<file path="config.mk">
export PLATFORM = sky130hd
export DESIGN_NAME = tt_um_serial_addsub
export DESIGN_NICKNAME = d
export VERILOG_FILES = /design/src/rtl/tt_um_serial_addsub.sv
export SDC_FILE = /design/constraint.sdc
export NUM_CORES = 1
export LEC_CHECK = 0
export CAP_MARGIN = 20
export CORE_ASPECT_RATIO = 0.8
export CORE_MARGIN = 8
export CORE_UTILIZATION = 30
export CTS_CLUSTER_DIAMETER = 50
export DETAILED_ROUTE_END_ITERATION = 10
export PLACE_DENSITY = 0.57
export SYNTH_ARGS = -nofsm -noshare
export SYNTH_HDL_FRONTEND = slang
export SYNTH_SLANG_ARGS = --single-unit
</file>
<file path="constraint.sdc">
create_clock -name clk -period 3.8 [get_ports clk]
set_input_delay 0.57 -clock clk [delete_from_list [all_inputs] [get_ports clk]]
set_output_delay 0.57 -clock clk [all_outputs]
set_load 0.02 [all_outputs]
</file>
<file path="src/rtl/tt_um_serial_addsub.sv">
// Bit-serial adder/subtractor: operands are loaded a byte at a time, processed one bit per
// enabled cycle LSB first, and the result is read back a byte at a time.
module tt_um_serial_addsub #(
    parameter int WIDTH = 16
) (
    input  logic       clk,
    input  logic       rst_n,
    input  logic       ena,
    input  logic [7:0] ui_in,
    input  logic [7:0] uio_in,
    output logic [7:0] uo_out,
    output logic [7:0] uio_out,
    output logic [7:0] uio_oe
);
    localparam int NB = WIDTH / 8;
    localparam int PW = (NB > 1) ? $clog2(NB) : 1;
    localparam int CW = $clog2(WIDTH);

    localparam logic [1:0] IDLE = 2'd0;
    localparam logic [1:0] RUN  = 2'd1;
    localparam logic [1:0] DONE = 2'd2;

    localparam logic [1:0] OP_LOAD_A = 2'd0;
    localparam logic [1:0] OP_LOAD_B = 2'd1;
    localparam logic [1:0] OP_START  = 2'd2;
    localparam logic [1:0] OP_NEXT   = 2'd3;

    logic [1:0]       state_reg;
    logic [WIDTH-1:0] a_reg, b_reg, r_reg;
    logic             carry_reg, sub_reg, cout_reg, ovf_reg;
    logic [CW-1:0]    cnt_reg;
    logic [PW-1:0]    ptr_reg;

    logic             cmd, last_bit;
    logic             b_bit, s_bit, c_next;
    logic [WIDTH+7:0] a_cat, b_cat;
    logic             unused_bits;

    assign cmd         = ena & uio_in[3];
    assign last_bit    = (cnt_reg == CW'(WIDTH - 1));
    assign unused_bits = ^uio_in[7:4];

    // Concatenate-then-drop keeps the byte shift legal even when WIDTH is a single byte.
    assign a_cat = {ui_in, a_reg};
    assign b_cat = {ui_in, b_reg};

    assign b_bit  = b_reg[0] ^ sub_reg;
    assign s_bit  = a_reg[0] ^ b_bit ^ carry_reg;
    assign c_next = (a_reg[0] & b_bit) | (a_reg[0] & carry_reg) | (b_bit & carry_reg);

    always_ff @(posedge clk or negedge rst_n) begin
        if (!rst_n) begin
            state_reg <= IDLE;
            a_reg     <= '0;
            b_reg     <= '0;
            r_reg     <= '0;
            carry_reg <= 1'b0;
            sub_reg   <= 1'b0;
            cout_reg  <= 1'b0;
            ovf_reg   <= 1'b0;
            cnt_reg   <= '0;
            ptr_reg   <= '0;
        end else if (ena) begin
            case (state_reg)
                IDLE, DONE: begin
                    if (cmd) begin
                        case (uio_in[1:0])
                            OP_LOAD_A: begin
                                a_reg     <= a_cat[WIDTH+7:8];
                                state_reg <= IDLE;
                            end
                            OP_LOAD_B: begin
                                b_reg     <= b_cat[WIDTH+7:8];
                                state_reg <= IDLE;
                            end
                            OP_START: begin
                                sub_reg   <= uio_in[2];
                                carry_reg <= uio_in[2];
                                cnt_reg   <= '0;
                                ptr_reg   <= '0;
                                cout_reg  <= 1'b0;
                                ovf_reg   <= 1'b0;
                                state_reg <= RUN;
                            end
                            default: begin
                                if (state_reg == DONE)
                                    ptr_reg <= (ptr_reg == PW'(NB - 1)) ? '0 : ptr_reg + PW'(1);
                            end
                        endcase
                    end
                end
                RUN: begin
                    a_reg     <= a_reg >> 1;
                    b_reg     <= b_reg >> 1;
                    r_reg     <= {s_bit, r_reg[WIDTH-1:1]};
                    carry_reg <= c_next;
                    cnt_reg   <= cnt_reg + CW'(1);
                    if (last_bit) begin
                        // On the MSB step the operand bits are the sign bits.
                        cout_reg  <= c_next;
                        ovf_reg   <= (a_reg[0] == b_bit) && (s_bit != a_reg[0]);
                        state_reg <= DONE;
                    end
                end
                default: state_reg <= IDLE;
            endcase
        end
    end

    logic [7:0] r_bytes [NB];
    generate
        for (genvar gi = 0; gi < NB; gi++) begin : g_bytes
            assign r_bytes[gi] = r_reg[8*gi +: 8];
        end
    endgenerate

    assign uo_out  = (state_reg == DONE) ? r_bytes[ptr_reg] : 8'h00;
    assign uio_out = {ovf_reg, cout_reg, state_reg == DONE, state_reg == RUN, 4'b0000};
    assign uio_oe  = 8'hF0;
endmodule
</file>
# Yosys cells after proc, flatten, opt, wreduce, memory -nomap -nowiden
# Cells that the tools add are included.
dict set report word_totals {
  reg_bits 59
  out_inout_bits 24
  inputBits 19
}
dict set report classes {
  bitwise_logic 11
  addsub 2
  magnitude_cmp 1
  n_eq_ne 13
  n_mux 29
  reduce_logical 15
}
# op count
set op_table {}
lappend op_table {{$mux 16} 4}
lappend op_table {{$pmux 16 s2} 2}
lappend op_table {{$mux 8} 4}
lappend op_table {{$reduce_and 4->1} 5}
lappend op_table {{$reduce_and 5->1} 2}
lappend op_table {{$mux 1} 8}
lappend op_table {{$mux 4} 2}
lappend op_table {{$ne 2x1->1 const B} 4}
lappend op_table {{$pmux 1 s2} 4}
lappend op_table {{$pmux 2 s2} 2}
lappend op_table {{$pmux 4 s2} 1}
lappend op_table {{$add 4x1->4 const B} 1}
lappend op_table {{$and 1x1->1} 4}
lappend op_table {{$eq 2x1->1 const B} 2}
lappend op_table {{$eq 2x2->1 const B} 2}
lappend op_table {{$eq 4x4->1 const B} 1}
lappend op_table {{$logic_not 2->1} 2}
lappend op_table {{$mux 2} 2}
lappend op_table {{$reduce_bool 2->1} 2}
lappend op_table {{$reduce_or 2->1} 2}
lappend op_table {{$ne 3x2->1 const B} 1}
lappend op_table {{$xor 1x1->1} 3}
lappend op_table {{$ge 2x2->1 const B} 1}
lappend op_table {{$ne 2x2->1 const B} 1}
lappend op_table {{other kinds (8)} 9}

# Depth between registers and ports, before layout
dict set report depth {
  word_depth 7
  depth_mapped 6
}

# Worst setup path after synthesis
# Ideal clock, no wire load.
dict set report synth_path {
  path_kind {input port to flip-flop}
  startpoint {input port uio_in[1]}
  endpoint {register a_reg[15]}
  setup_slack_ps 1982
  cell_stages 5
  setup_time_ps 135
  arrival_time_ps 1683
  path_cell_list {or4b_4 > buf_6 > a21boi_4 > buf_12 > o22ai_1}
}
dict set report synth_between {
  elab_chain_cells 3
}
# element line
set synth_rtl {}
lappend synth_rtl {{from (decl)} 10} ;# input logic [7:0] uio_in,
lappend synth_rtl {{$logic_not 2->1} 67} ;# case (uio_in[1:0])
lappend synth_rtl {{$ne 2x1->1 (no line)} --}
lappend synth_rtl {{$reduce_and 4->1 (no line)} --}
lappend synth_rtl {{to (signal assigned)} 69} ;# a_reg <= a_cat[WIDTH+7:8];
lappend synth_rtl {{to (signal assigned)} 93} ;# a_reg <= a_reg >> 1;
lappend synth_rtl {{to (decl)} 29} ;# logic [WIDTH-1:0] a_reg, b_reg, r_reg;
# Every way passes these cells.
# A chain may end at the register's enable or synchronous reset.

# Worst setup path in the final report
dict set report layout_path {
  startpoint {register state_reg[1]}
  endpoint {output port uio_out[4]}
}
dict set report layout_between {
  elab_chain_cells 1
}
# element line
set layout_rtl {}
lappend layout_rtl {{from (decl)} 28} ;# logic [1:0] state_reg;
lappend layout_rtl {{from (signal assigned)} 53} ;# state_reg <= IDLE;
lappend layout_rtl {{from (signal assigned)} 70} ;# state_reg <= IDLE;
lappend layout_rtl {{from (signal assigned)} 74} ;# state_reg <= IDLE;
lappend layout_rtl {{$eq 2x1->1} 118} ;# assign uio_out = {ovf_reg, cout_reg, state_reg == DONE, state_reg == RUN, 4'b0000};
lappend layout_rtl {{to (decl)} 12} ;# output logic [7:0] uio_out,
# Every way passes these cells.

==> flow_summary.yaml <==
die:
  design.core.area_sq_um: 9530
  floorplan.die_area_sq_um: 13100
  die_width_um: 126
  die_height_um: 104
  pin_count: 43
  floorplan.initialDensity_pct: 30.4
  floorplan.rows: 32
setup_path:
  cp_data_arrival_time_ps: 1980
  critical_path_peak_fanout: 35
  timing.critical_path.required_ps: 3230
  worst_setup_path_start_kind: "flip-flop"
  worstSetupEndpointType: "output pin"
  worst_r2r_path_depth: 3
  timing.setup.critical_path_class: "reg2out"
clock_network:
  cts_tree: "built"
  h-tree-depth: 3
  clk_transition_reported_paths_ps: 50
  cts_setup_buffers: 0
  clockBufferDepth: 2
  clock_tree.root_cell: "sky130_fd_sc_hd__clkbuf_16"
  cts_made_buffers: 9
  insertion_delay_ps: 320
  clock_sinks: 59
  cts.repair.resized: 0
  cts.hold.buffers_added: 0
hold_path:
  min_delay_worst_type: "in2async"
job:
  drv_cap: 0
timing:
  post-route-period-util_pct: 67.1
  rsz_0062_raised_after_global_routing: "false"
  tns_ps: 0
  timing.final.hold_violations: 0
  setup_skew_ps: 4.22
  highest_attainable_clock_frequency_mhz: 392
  timing.final.max_slew_violations: 0
  period_needed_ps: 2550
  tightestPinTransition_ps: 719
  report.final.setup_viol: 0
  slew_headroom_pct: 51.8
yosys:
  synth_enable_flop_cells: 0
  syn-mean-instance-area_sq_um: 11.7
  yosys_most_used_dff: "sky130_fd_sc_hd__dfrtp_1"
  yosys_warnings: 0
  synth-async-reset-ratio_pct: 100
  synth_largest_type_area_fraction_pct: 50.9
  netlist_instances: 247
  synth.cell_area_sq_um: 2900
  ys_types: 39
  synth.most_common_cell: "sky130_fd_sc_hd__dfrtp_1"
  synth.area.top_cells: "sky130_fd_sc_hd__dfrtp_1 (51%), sky130_fd_sc_hd__o22ai_1 (7.3%), sky130_fd_sc_hd__a2bb2oi_1 (6.3%)"
  ys_seq_elements: 59
  seq_area_frac_synth_pct: 50.9
  synth.top_cells.by_count: "sky130_fd_sc_hd__dfrtp_1 (59), sky130_fd_sc_hd__o22ai_1 (34), sky130_fd_sc_hd__a2bb2oi_1 (21), sky130_fd_sc_hd__mux2_2 (15), sky130_fd_sc_hd__buf_4 (14)"
  synth_top_area_cell: "sky130_fd_sc_hd__dfrtp_1"
pwr:
  power.ir.vdd_worst_v: 0.000262
  power_density_nw_per_um2: 866
  leakage_component_of_the_power_nw: 1.52
route:
  detail_route.wl_per_cell_um: 15.3
  ant_nets: 0
  detailedRoute.firstIterationViolations: 95
  vias: 1945
  via_per_inst: 4.97
  drc: 0
  drt_pre_antenna_iters: 4
  wirelength_um: 5990
place:
  buffer_ports.inserted: 26
  detailed_place_hpwl_um: 4060
  instance_area_at_placement_sq_um: 3180
  gp_congestion: 0.758
cells_and_area:
  final_layout_size_suffix_gt1_share_pct: 18.0
  net_count_of_the_finished_layout: 289
  n_antenna_cell: 0
  design_area_sq_um: 3550
  syn2layout_area_growth_pct: 22.6
grt:
  grt_first_pass_wirelength_um: 10300
  gr-total-overflow: 0
  grt_max_degree: 36
  grt.total_usage_pct: 9.56
  grt_antenna_before_repair: 0
  grt_pass1_vias: 2012
run_status:
  status: "finished clean"
## kinds of logic (layout without fill, tap and decap cells)
| group | count (synthesis) | in the layout | synth area share (%) |
|---|---|---|---|
| AO/OA/AOI/OAI | 82 | 82 | 22.9 |
| flip-flops | 59 | 59 | 50.9 |
| buffers and inverters | 43 | 58 | 8.50 |
| AND/OR/NAND/NOR | 31 | 31 | 6.04 |
| multiplexers | 24 | 24 | 8.93 |
| adder cells (fa/ha/maj) | 3 | 3 | 1.55 |
| XOR/XNOR | 3 | 3 | 0.907 |
| other | 2 | 12 | 0.259 |
## worst paths after layout
path,start,to,slack [ps]
worst max-delay path,state_reg[1]$_DFFE_PN0P_,uio_out[4],1250
worst min-delay path,rst_n,cnt_reg[2]$_DFFE_PN0P_,290
worst max register to register,state_reg[0]$_DFFE_PN0P_,a_reg[15]$_DFFE_PN0P_,1750
worst min register to register,r_reg[0]$_DFFE_PN0P_,r_reg[0]$_DFFE_PN0P_,510
max in group asynchronous,rst_n,r_reg[12]$_DFFE_PN0P_,2670
min in group clk,r_reg[0]$_DFFE_PN0P_,r_reg[0]$_DFFE_PN0P_,510
## power breakdown
group	internal [W]	switching [W]
Sequential	0.000899	0.000223
Clock	0.000742	0.000273
Combinational	0.000515	0.000425
Total	0.00216	0.000921
## layout make-up
cell class,instances,area (sq um)
Sequential cell,59,1480
Tap cell,119,149
Clock inverter,4,120
Multi-Input combinational cell,155,1210
Timing Repair Buffer,32,300
Inverter,10,37.5
Fill cell,918,5980
Clock buffer,12,256
## stage by stage
stage	util [%]	std cells	setup slack (ps)	hold slack, ps	total power, W
floorplan	-	257	1980	274	0.00187
global placement	33.3	375	1190	496	0.00204
detailed placement	33.3	375	1170	507	0.00207
CTS	37.3	391	1240	316	0.00310
global route	37.3	391	1120	350	0.00327
finish	37.3	391	1250	291	0.00308
## placed cells by master, fill, tap and decap left out, types with 2 or more instances in the layout
cell,count
sky130_fd_sc_hd__a21oi_1,2
sky130_fd_sc_hd__a2bb2oi_1,21
sky130_fd_sc_hd__a2bb2oi_2,9
sky130_fd_sc_hd__buf_4,6
sky130_fd_sc_hd__bufinv_16,4
sky130_fd_sc_hd__clkbuf_16,9
sky130_fd_sc_hd__clkbuf_8,2
sky130_fd_sc_hd__clkdlybuf4s50_1,25
sky130_fd_sc_hd__conb_1,12
sky130_fd_sc_hd__dfrtp_1,59
sky130_fd_sc_hd__ha_1,2
sky130_fd_sc_hd__inv_1,10
sky130_fd_sc_hd__mux2_2,15
sky130_fd_sc_hd__mux2i_1,9
sky130_fd_sc_hd__nand2_1,5
sky130_fd_sc_hd__nand2b_1,2
sky130_fd_sc_hd__nand3_1,3
sky130_fd_sc_hd__nand4b_1,2
sky130_fd_sc_hd__nor2_1,10
sky130_fd_sc_hd__nor2b_1,2
sky130_fd_sc_hd__o21ai_0,8
sky130_fd_sc_hd__o22ai_1,34
sky130_fd_sc_hd__o2bb2ai_1,2
sky130_fd_sc_hd__xor2_1,3
## routing by layer
| layer | vias up | track usage (%) | routed length (um) | part of all wire (%) |
|---|---|---|---|---|
| met5 | - | 0 | 0 | 0 |
| met4 | 0 | 3.43 | 55 | 0.92 |
| met3 | 6 | 3.07 | 204 | 3.4 |
| met2 | 26 | 14.6 | 2910 | 48 |
| met1 | 972 | 12.4 | 2830 | 47 |
| li1 | 941 | - | - | - |
## critical path, cell delays in order, from the launching register on
cell,delay [ps]
sky130_fd_sc_hd__dfrtp_1,450
sky130_fd_sc_hd__nand2b_1,130
sky130_fd_sc_hd__buf_4,360
sky130_fd_sc_hd__inv_1,140
sky130_fd_sc_hd__clkdlybuf4s50_1,570
Power figures use the tool's default switching activity.
==> patch 1, RTL diff (same flow settings) <==
Register the inputs `ena`, `ui_in` and `uio_in` before use, with the module's reset. The logic sees them one clock later.
--- a/src/rtl/tt_um_serial_addsub.sv
+++ b/src/rtl/tt_um_serial_addsub.sv
@@ -26,4 +26,20 @@
     localparam logic [1:0] OP_NEXT   = 2'd3;
 
+    logic ena_q;
+    logic [7:0] ui_q;
+    logic [7:0] uio_q;
+
+    always_ff @(posedge clk or negedge rst_n) begin
+        if (!rst_n) begin
+            ena_q <= '0;
+            ui_q  <= '0;
+            uio_q <= '0;
+        end else begin
+            ena_q <= ena;
+            ui_q  <= ui_in;
+            uio_q <= uio_in;
+        end
+    end
+
     logic [1:0]       state_reg;
     logic [WIDTH-1:0] a_reg, b_reg, r_reg;
@@ -37,11 +53,11 @@
     logic             unused_bits;
 
-    assign cmd         = ena & uio_in[3];
+    assign cmd         = ena_q & uio_q[3];
     assign last_bit    = (cnt_reg == CW'(WIDTH - 1));
-    assign unused_bits = ^uio_in[7:4];
+    assign unused_bits = ^uio_q[7:4];
 
     // Concatenate-then-drop keeps the byte shift legal even when WIDTH is a single byte.
-    assign a_cat = {ui_in, a_reg};
-    assign b_cat = {ui_in, b_reg};
+    assign a_cat = {ui_q, a_reg};
+    assign b_cat = {ui_q, b_reg};
 
     assign b_bit  = b_reg[0] ^ sub_reg;
@@ -61,9 +77,9 @@
             cnt_reg   <= '0;
             ptr_reg   <= '0;
-        end else if (ena) begin
+        end else if (ena_q) begin
             case (state_reg)
                 IDLE, DONE: begin
                     if (cmd) begin
-                        case (uio_in[1:0])
+                        case (uio_q[1:0])
                             OP_LOAD_A: begin
                                 a_reg     <= a_cat[WIDTH+7:8];
@@ -75,6 +91,6 @@
                             end
                             OP_START: begin
-                                sub_reg   <= uio_in[2];
-                                carry_reg <= uio_in[2];
+                                sub_reg   <= uio_q[2];
+                                carry_reg <= uio_q[2];
                                 cnt_reg   <= '0;
                                 ptr_reg   <= '0;
Function: changed (Yosys sat finds a counterexample within 4 cycles, from zero or initial values and one cycle with rst_n low).
==> patch 1 against the original RTL <==
Clock power decreased by 4%; wire length increased by 4.8%; design area increased by 8.8%; sequential cell count increased by 13; final cell count increased by 9.2%; worst setup slack improved by 0.036 ns; area after synthesis increased by 11%; die area increased by 9.6%; critical endpoint is now uo_out[0]; highest routed layer unchanged; maximum frequency increased by 1.4%; total power increased by 3.0%; largest cell class unchanged.
==> patch 1: results (changes against the original RTL) <==
outcome=finished clean (unchanged); FF-to-FF End=b_reg[15] (was a_reg[15]); Routed WL=6280 um (was 5990 um); Sw Pwr=956 uW (was 921 uW); Seq/Total Area, Yosys=55.9% (was 50.9%); Fin Clk Skew=0.00417 ns (was 0.00422 ns); crit-path max FO=10 (was 35); largest net degree at the start of global routing=51 (was 36); post-CTS sizing=0 (unchanged); drt pass-1 iters=4 (unchanged); post-synthesis mux area share=8.03% (was 8.93%); top cells by count, synth=72 x dfrtp_1, 34 x o22ai_1, 21 x a2bb2oi_1, 15 x mux2_2 (was 59 x dfrtp_1, 34 x o22ai_1, 21 x a2bb2oi_1, 15 x mux2_2, 14 x buf_4); Worst Setup EP=uo_out[0] (was uio_out[4]); kind of critical path=register to output port (unchanged); GR Layer Usage met3=2.67% (was 3.07%); WL met2=2730 um (was 2910 um); routed wl met3=267 um (was 204 um); Slew HR=48.8% (was 51.8%); Bufs on Longest Clock Path=2 (unchanged); DP Wirelength=4150 um (was 4060 um); Port Buffers=26 (unchanged); met2 Use GR=13.3% (was 14.6%); routability cong.=0.728 (was 0.758); xor-xnor portion of the synthesized cell area=0.815% (was 0.906%); reg2reg setup slack=1.48 ns (was 1.75 ns); # Post-CTS Setup Buffers=0 (unchanged); Unique masters post-synth=39 (unchanged); gr usage total=9.09% (was 9.56%); global-route wire length before repair=10700 um (was 10300 um); Post-Route M1 WL=3160 um (was 2830 um); Iteration-0 DRC Markers=163 (was 95); number of vias per cell=4.84 (was 4.97); slowest stage cell, crit path=clkdlybuf4s50_1 (unchanged); ranking of synthesized cells by area=dfrtp_1 56%, o22ai_1 6.6%, a2bb2oi_1 5.7%, mux2_2 5.2%, a2bb2oi_2 4.2% (was dfrtp_1 51%, o22ai_1 7.3%, a2bb2oi_1 6.3%, mux2_2 5.8%, a2bb2oi_2 4.7%); layout cell share with drive strength beyond 1=16.6% (was 18.0%); post-synthesis compound-gate area fraction=20.6% (was 22.9%); nets@finish=300 (was 289); Leak Pwr=1.64 nW (was 1.52 nW); Arr. time, crit path=1.94 ns (was 1.98 ns); CP max stage delay=0.62 ns (was 0.57 ns); Filler cells=996 (was 918); CTS H-tree depth=3 (unchanged); cell accounting for the most synthesized area=dfrtp_1 (unchanged); number of global-route vias before repair=2044 (was 2012); antenna violations before repair=0 (unchanged); Placed Area=0.00352 mm^2 (was 0.00318 mm^2); area share of fa/ha/maj cells after synthesis=1.40% (was 1.55%); Worst VDD drop=0.000351 V (was 0.000262 V); GR Util met1=12.1% (was 12.4%)
## patch 1: stage by stage
step | setup WS (ns) | utilization [%] | cells | hold slack, ns
5_1_grt | 1.17 | 36.2 | 427 | 0.254
6_report | 1.29 | 36.2 | 427 | 0.212
3_3_place_gp | 1.49 | 33.0 | 411 | 0.494
4_1_cts | 1.26 | 36.2 | 427 | 0.229
3_5_place_dp | 1.45 | 33.0 | 411 | 0.505
2_1_floorplan | 2.05 | - | 270 | 0.274
## patch 1: power groups by stage
stage	sequential, mW	combinational [mW]	clock, mW
after detailed placement	1.28	0.937	0
after global placement	1.27	0.920	0
after CTS	1.27	0.945	0.984
final	1.27	0.933	0.967
after floorplan	1.19	0.827	0
after global routing	1.31	1.02	1.02
## patch 1: area by class of cell
cell class,count,area share [%]
Sequential cell,72,46.6
Multi-Input combinational cell,155,31.4
Timing Repair Buffer,30,7.38
Clock buffer,11,6.28
Tap cell,144,4.66
Inverter,10,0.971
Clock inverter,5,2.69
==> patch 2, RTL diff (config.mk and constraints unchanged) <==
Without the edit above. Set the parameter `WIDTH` to 8 (it was 16).
--- a/src/rtl/tt_um_serial_addsub.sv
+++ b/src/rtl/tt_um_serial_addsub.sv
@@ -2,5 +2,5 @@
 // enabled cycle LSB first, and the result is read back a byte at a time.
 module tt_um_serial_addsub #(
-    parameter int WIDTH = 16
+    parameter int WIDTH = 8
 ) (
     input  logic       clk,
Function: changed (a bounded check fails within 10 cycles, from zero or initial values and one cycle with rst_n low).
==> patch 2 against the original RTL <==
Design area decreased by 42%; total power decreased by 59%; critical path depth decreased by 1; synthesized cell count decreased by 39%; worst setup slack got worse by 0.024 ns; area after synthesis decreased by 41%; critical path type unchanged; global-route usage decreased by 0.43 points; count of clock-buffer cells in the layout decreased by 5; worst hold slack improved by 0.19 ns; sequential cell count decreased by 26; critical endpoint is now uo_out[7]; die area decreased by 36%; wire length decreased by 42%.
==> patch 2: results (changes against the original RTL) <==
Non-Filler Instances=253 (was 391); largest net degree at the start of global routing=34 (was 36); total CTS buffers=5 (was 9); FF-to-FF End=b_reg[6] (was a_reg[15]); number of global-route vias before repair=1236 (was 2012); top cells by count, synth=33 x dfrtp_1, 16 x o22ai_1, 14 x a2bb2oi_1, 14 x buf_4, 9 x inv_1 (was 59 x dfrtp_1, 34 x o22ai_1, 21 x a2bb2oi_1, 15 x mux2_2, 14 x buf_4); crit-path max FO=11 (was 35); Post-Syn Area per Cell=11.3 um^2 (was 11.7 um^2); Unique masters post-synth=37 (was 39); number of vias per cell=4.61 (was 4.97); Hold WC Path Type=register to register (was input pin to asynchronous set/reset pin); ranking of synthesized cells by area=dfrtp_1 49%, a2bb2oi_1 7.2%, buf_4 6.2%, o22ai_1 5.9%, mux2_2 5.3% (was dfrtp_1 51%, o22ai_1 7.3%, a2bb2oi_1 6.3%, mux2_2 5.8%, a2bb2oi_2 4.7%); Leak Pwr=0.891 nW (was 1.52 nW); global-route wire length before repair=6130 um (was 10300 um); nets@finish=198 (was 289); Sw Pwr=395 uW (was 921 uW); Seq/Total Area, Yosys=48.5% (was 50.9%); Ys Warns=0 (unchanged); DP Wirelength=2470 um (was 4060 um); Iteration-0 DRC Markers=70 (was 95); routability cong.=0.789 (was 0.758); worst slack at placement=1.45 ns (was 1.17 ns); Fin Clk Skew=0.00461 ns (was 0.00422 ns); f_max=388 MHz (was 392 MHz); drt pass-1 iters=3 (was 4); worst-skew pair later-pin latency=0.28 ns (was 0.32 ns); reg2reg setup slack=1.99 ns (was 1.75 ns); Routed WL=3470 um (was 5990 um); CP delay by family, top=simple AND/OR/NAND/NOR gates (was buffers and inverters); slowest stage cell, crit path=clkdlybuf4s50_1 (unchanged); Post-synth ARST share=100% (unchanged); CP max stage delay=0.60 ns (was 0.57 ns); CTS H-tree depth=2 (was 3); gr usage total=9.13% (was 9.56%); maxcap violations=0 (unchanged); Root Driver=clkbuf_8 (was clkbuf_16); Hold Path Stages=1; Arr. time, crit path=2.00 ns (was 1.98 ns); Port Buffers=26 (unchanged); layout cell share with drive strength beyond 1=12.6% (was 18.0%); Hold Worst Slack=0.477 ns (was 0.291 ns); Worst VDD drop=0.000146 V (was 0.000262 V); outcome=finished clean (unchanged); Placed Area=0.00198 mm^2 (was 0.00318 mm^2)
## patch 2: cell count changes after synthesis, moves of 3 or more
cell | unedited run | this run
a2bb2oi_1 | 21 | 14
o22ai_1 | 34 | 16
and2_1 | 0 | 8
mux2_2 | 15 | 8
o21ai_0 | 8 | 5
mux2i_1 | 9 | 2
dfrtp_1 | 59 | 33
nor2_1 | 10 | 1
a2bb2oi_2 | 9 | 0
clkbuf_1 | 13 | 6
## patch 2: final cells by class
class                   instances  area (um^2)
repair buffers                 30          290
clock buffers                   7         86.3
multi-input cells              96          731
fillers                       556         3400
flip-flops and latches         33          826
well taps                      78         97.6
inverters                       9         33.8
## patch 2: how the worst max path moves through the flow
stage / from / end / depth (start not counted)
floorplan: state_reg[0] / uo_out[0] / 4
global placement: uio_in[1] / b_reg[3] / 4
detailed placement: uio_in[1] / b_reg[3] / 4
CTS: state_reg[0] / uo_out[7] / 3
global route: state_reg[0] / uo_out[7] / 3
finish: state_reg[0] / uo_out[7] / 3
## patch 2: layer usage
layer / share of wire, % / track usage (%) / up-vias
li1: - / - / 568
met1: 52 / 12.3 / 575
met2: 42 / 12.7 / 20
met3: 4.4 / 3.58 / 4
met4: 1.5 / 3.29 / 0
met5: 0 / 0 / -
## patch 2: power by group through the flow
| stage | combinational [mW] | clock, mW | sequential (mW) |
|---|---|---|---|
| final | 0.409 | 0.261 | 0.585 |
| after global routing | 0.466 | 0.284 | 0.610 |
| after CTS | 0.414 | 0.270 | 0.586 |
| after detailed placement | 0.408 | 0 | 0.593 |
| after global placement | 0.406 | 0 | 0.591 |
| after floorplan | 0.334 | 0 | 0.564 |
## patch 2: cells by family after synthesis
group	count (synthesis)	synth area share, %
XOR/XNOR	2	1.03
AND/OR/NAND/NOR	24	9.71
AO/OA/AOI/OAI	44	19.7
buffers and inverters	32	10.7
adder cells (fa/ha/maj)	4	3.38
flip-flops	33	48.5
multiplexers	10	6.47
other	2	0.441
## patch 2: worst reg2reg max path, stage by stage, from the launching register on
cell and delay [ns]:
dfrtp_1 0.48, nand4bb_1 0.52, a21boi_2 0.53, a2bb2oi_1 0.20
